**src/rtl/pc_stack_pkg.sv**
```systemverilog
// Shared CPU package: PC stack defaults and operation encoding.
package pc_stack_pkg;

  localparam int PC_WIDTH = 16;
  localparam int PC_DEPTH = 8;

  // Listed lowest to highest priority.
  typedef enum logic [2:0] {
    OP_HOLD,
    OP_INC,
    OP_REL,
    OP_LOAD,
    OP_CALL,
    OP_RET
  } pc_op_e;

  function automatic pc_op_e pc_decode(
    input logic ret,
    input logic call,
    input logic load,
    input logic rel,
    input logic inc
  );
    pc_op_e op;
    op = OP_HOLD;
    priority case (1'b1)
      ret:     op = OP_RET;
      call:    op = OP_CALL;
      load:    op = OP_LOAD;
      rel:     op = OP_REL;
      inc:     op = OP_INC;
      default: op = OP_HOLD;
    endcase
    return op;
  endfunction

endpackage

```
**src/rtl/pc_lifo.sv**
```systemverilog
// Return-address LIFO; reset clears the depth count only, not storage.
module pc_lifo #(
  parameter int WIDTH = 16,
  parameter int DEPTH = 8,
  localparam int AW = $clog2(DEPTH),
  localparam int DW = AW + 1
) (
  input  logic             clk,
  input  logic             reset,
  input  logic             push,
  input  logic             pop,
  input  logic [WIDTH-1:0] din,
  output logic [WIDTH-1:0] dout,
  output logic [DW-1:0]    depth,
  output logic             full,
  output logic             empty
);

  logic [WIDTH-1:0] r_mem [DEPTH];
  logic [DW-1:0]    r_depth;
  logic [AW-1:0]    w_wr_idx;
  logic [AW-1:0]    w_top_idx;
  logic             w_push;
  logic             w_pop;

  assign full      = (r_depth == DW'(DEPTH));
  assign empty     = (r_depth == '0);
  assign depth     = r_depth;
  assign w_wr_idx  = r_depth[AW-1:0];
  assign w_top_idx = w_wr_idx - AW'(1);
  assign dout      = r_mem[w_top_idx];

  // Pop wins if both are requested.
  assign w_pop  = pop && !empty;
  assign w_push = push && !pop && !full;

  always_ff @(posedge clk) begin
    if (reset) begin
      r_depth <= '0;
    end else if (w_pop) begin
      r_depth <= r_depth - DW'(1);
    end else if (w_push) begin
      r_depth <= r_depth + DW'(1);
    end
  end

  always_ff @(posedge clk) begin
    if (!reset && w_push) begin
      r_mem[w_wr_idx] <= din;
    end
  end

endmodule

```
**src/rtl/pc_stack.sv**
```systemverilog
// Program counter with priority-decoded jump/branch/call/return and
// a return-address stack with sticky overflow/underflow flags.
module pc_stack
  import pc_stack_pkg::*;
#(
  parameter int              WIDTH        = PC_WIDTH,
  parameter int              DEPTH        = PC_DEPTH,
  parameter logic [WIDTH-1:0] RESET_VECTOR = '0,
  localparam int DW = $clog2(DEPTH) + 1
) (
  input  logic             clk,
  input  logic             reset,
  input  logic [WIDTH-1:0] in,
  input  logic             load,
  input  logic             rel,
  input  logic             inc,
  input  logic             call,
  input  logic             ret,
  output logic [WIDTH-1:0] out,
  output logic [DW-1:0]    depth,
  output logic             full,
  output logic             empty,
  output logic             ovf,
  output logic             unf
);

  logic [WIDTH-1:0] r_out;
  logic             r_ovf;
  logic             r_unf;
  pc_op_e           w_op;
  logic [WIDTH-1:0] w_inc;
  logic [WIDTH-1:0] w_rel;
  logic [WIDTH-1:0] w_top;
  logic             w_full;
  logic             w_empty;
  logic             w_push;
  logic             w_pop;

  assign w_op   = pc_decode(ret, call, load, rel, inc);
  assign w_inc  = r_out + WIDTH'(1);
  assign w_rel  = r_out + in;
  assign w_push = !reset && (w_op == OP_CALL) && !w_full;
  assign w_pop  = !reset && (w_op == OP_RET) && !w_empty;

  pc_lifo #(
    .WIDTH (WIDTH),
    .DEPTH (DEPTH)
  ) u_lifo (
    .clk   (clk),
    .reset (reset),
    .push  (w_push),
    .pop   (w_pop),
    .din   (w_inc),
    .dout  (w_top),
    .depth (depth),
    .full  (w_full),
    .empty (w_empty)
  );

  always_ff @(posedge clk) begin
    if (reset) begin
      r_out <= RESET_VECTOR;
      r_ovf <= 1'b0;
      r_unf <= 1'b0;
    end else begin
      unique case (w_op)
        OP_RET: begin
          if (w_empty) r_unf <= 1'b1;
          else         r_out <= w_top;
        end
        OP_CALL: begin
          if (w_full) r_ovf <= 1'b1;
          else        r_out <= in;
        end
        OP_LOAD: r_out <= in;
        OP_REL:  r_out <= w_rel;
        OP_INC:  r_out <= w_inc;
        default: r_out <= r_out;
      endcase
    end
  end

  assign out   = r_out;
  assign full  = w_full;
  assign empty = w_empty;
  assign ovf   = r_ovf;
  assign unf   = r_unf;

endmodule

```
**config.mk**
```make
export PLATFORM = sky130hd
export DESIGN_NAME = pc_stack
export DESIGN_NICKNAME = d
export VERILOG_FILES = /design/src/rtl/pc_stack_pkg.sv /design/src/rtl/pc_lifo.sv /design/src/rtl/pc_stack.sv
export SDC_FILE = /design/constraint.sdc
export NUM_CORES = 1
export LEC_CHECK = 0
export CAP_MARGIN = 5
export CORE_ASPECT_RATIO = 0.75
export CORE_MARGIN = 10
export CORE_UTILIZATION = 60
export DETAILED_ROUTE_END_ITERATION = 8
export PLACE_DENSITY = 0.89
export SLEW_MARGIN = 20
export SYNTH_ARGS = -nofsm -noshare
export SYNTH_HDL_FRONTEND = slang
export SYNTH_SLANG_ARGS = --single-unit
```
**constraint.sdc**
```tcl
create_clock -name clk -period 11.58 [get_ports clk]
set_clock_uncertainty 0.15 [all_clocks]
set_input_delay 2.316 -clock clk [delete_from_list [all_inputs] [get_ports clk]]
set_output_delay 2.316 -clock clk [all_outputs]
set_load 0.03 [all_outputs]
```
==> results.json <==
{
  "grt_max_degree": 38,
  "power_density_nw_per_um2": 190,
  "grt-ovfl-total": 0,
  "timing.rr.end": "u_lifo.r_mem[1][4]",
  "core-area_um2": 11600,
  "die_area_um2": 16600,
  "grt_pass1_vias": 4721,
  "yosysUniqueCellTypes": 62,
  "path_cells": "buf_4 > inv_1 > ha_1 > and3b_1 > clkdlybuf4s50_1",
  "drive_above_1_share": 0.155,
  "grt_pass1_wl_mm": 28.1,
  "relSlewSlack": 0.267,
  "row_count": 34,
  "clock_latency_ps": 430,
  "post_cts_buffers": 0,
  "numCtsBuffers": 17,
  "irDropWorstVdd_uv": 128,
  "worstRegToRegCells": 8,
  "cts_resized": 0,
  "netlist_instances": 508,
  "synth_warnings": 0,
  "holdBufCountCts": 0,
  "fillers": 760,
  "syn_area_um2": 7080,
  "endpoint": "full",
  "numPortBuffers": 46,
  "final_cell_mix": "128 x edfxtp_1, 50 x nor2_1, 46 x clkdlybuf4s50_1",
  "grt_usage": 0.225,
  "synthesis.nets": 552,
  "status": "finished clean",
  "synth_enable_flop_cells": 128,
  "start_util": 0.612,
  "startpoint": "u_lifo.depth[0]",
  "cp_max_fo": 37,
  "worst_pin_slew_ps": 1090,
  "tns_ps": 0,
  "required_ps": 9110,
  "synth-seq-area-share": 0.605,
  "fin_total_pwr_uw": 1590,
  "synth-async-reset-ratio": 0,
  "clk_pin_slew_ps": 70,
  "clock-sinks": 150,
  "yosysTopAreaCellShare": 0.543,
  "synth_ff_type": "edfxtp_1",
  "mostFrequentLayoutCell": "edfxtp_1",
  "ant_nets": 0,
  "nNetsFinal": 607,
  "dp_hpwl_mm": 11.3,
  "tritoncts": "done",
  "synth_area_leaders": "edfxtp_1 54%, mux4_2 10%, dfxtp_1 6.2%, ha_1 3.4%, nor2_1 2.8%",
  "hold_path_startpoint": "unf",
  "drt_iter0_drc": 609,
  "viasPerCell": 6.45,
  "max_freq_mhz": 193,
  "ios": 47,
  "antenna_found_initial": 0,
  "hold_viol_final": 0,
  "syn_area_per_cell_um2": 13.9,
  "hold_path.class": "reg -> reg",
  "start_kind": "register",
  "arrival_ps": 2720,
  "design_area_um2": 8330,
  "timing.final.crit_share": 0.448,
  "whs_ps": 335,
  "clockRootBuffer": "clkbuf_16",
  "place_congestion": 0.965,
  "die_w_um": 145,
  "cap_violations": 0,
  "placed_cell_area_um2": 7740,
  "r2r_slack_ps": 7960,
  "cts_buffer_depth": 2,
  "firstDrtPassIters": 5,
  "setup_violations": 0,
  "reg2reg_from": "u_lifo.depth[0]",
  "drv_slew": 0,
  "end_kind": "output pin",
  "drc": 0,
  "crit_type": "reg -> out",
  "fin_util": 0.720,
  "slowest_stage": "clkdlybuf4s50_1",
  "antenna_cells": 0,
  "yosysTopAreaCell": "edfxtp_1",
  "rsz0062_at_grt": "false",
  "min_period_ps": 5190,
  "vias": 4759,
  "htreeDepth": 4,
  "leakage_uw": 0.00289,
  "cpPeakStageDelay_ps": 610,
  "area_growth_syn_to_layout_pct": 17.6,
  "die_h_um": 114,
  "ys_ff_latch": 150,
  "wl_mm": 18.5,
  "post_drt_wl_per_cell_um": 25.1
}
-- synth_stat cells (2+ instances only) --
cell type and n:
a211oi_1 5, or2_0 2, dfxtp_1 22, a31oi_1 4
nand2_1 29, o21ai_0 19, or3_1 2, a221o_1 5
xor2_1 13, xnor2_1 16, clkbuf_1 10, or4_1 2
nand3_1 9, mux4_2 32, a211o_1 2, nor4_1 2
a21oi_1 28, or2_2 2, edfxtp_1 128, and3b_1 2
o211ai_1 4, fa_1 2, o32ai_1 2, and2_1 2
o22ai_1 5, nand4_1 4, mux2i_1 10, a21o_1 3
ha_1 19, buf_2 7, inv_1 11, nor3_1 9
and3_1 3, nor2_1 52, nand2b_1 7, nor2b_1 4
a221oi_1 5
-- kinds of logic (layout without fill, tap and decap cells) --
logic type / Yosys count / after routing / synth area share
fa+ha+maj: 21 / 21 / 0.0392
simple gates: 137 / 137 / 0.0911
xor+xnor: 29 / 29 / 0.0359
compound gates: 96 / 96 / 0.0908
flops: 150 / 150 / 0.605
buf+inv: 33 / 101 / 0.0223
mux: 42 / 42 / 0.116
-- flip-flops by register name, summed over array words and instances, names as in the netlist --
signal / flops
ovf: 1
unf: 1
out: 16
u_lifo.depth: 4
u_lifo.r_mem: 128
-- worst max-delay path: cells and delay by family, from the launching register on --
kind,cells,cell delay (ps)
DFF,1,310
adders and majority gates,1,330
and+or+nand+nor,1,230
buffers and inverters,3,1400
-- per-layer routing --
metal | vias up | track usage | share of wire
met3 | 41 | 0.0549 | 0.092
met5 | - | 0 | 0
met1 | 2387 | 0.292 | 0.40
met4 | 0 | 0.102 | 0.030
li1 | 2087 | - | -
met2 | 244 | 0.357 | 0.48
-- stage by stage --
| step | cells | setup WS (ps) |
|---|---|---|
| final | 738 | 6390 |
| after global routing | 738 | 6180 |
| after CTS | 738 | 6350 |
| after detailed placement | 706 | 6490 |
| after global placement | 706 | 6550 |
| after floorplan | 508 | 6750 |
-- how the worst min path moves through the flow --
stage,to,depth (start not counted)
2_1_floorplan,out[6],2
3_3_place_gp,unf,2
3_5_place_dp,unf,2
4_1_cts,unf,2
5_1_grt,unf,2
6_report,unf,2
-- where the power goes --
| part | internal (uW) | total (uW) | switching (uW) |
|---|---|---|---|
| Combinational | 155 | 381 | 226 |
| Clock | 305 | 549 | 244 |
| Sequential | 628 | 656 | 28.5 |
| Total | 1090 | 1590 | 498 |
-- area by class of cell --
cell class,instances,area (um2),area share
Clock buffer,17,425,0.0511
Clock inverter,15,158,0.0189
Inverter,11,41.3,0.00496
Multi-Input combinational cell,325,2660,0.320
Sequential cell,150,4290,0.515
Tap cell,162,203,0.0243
Timing Repair Buffer,58,551,0.0661
Note: power is estimated with default switching activity, not from simulation.
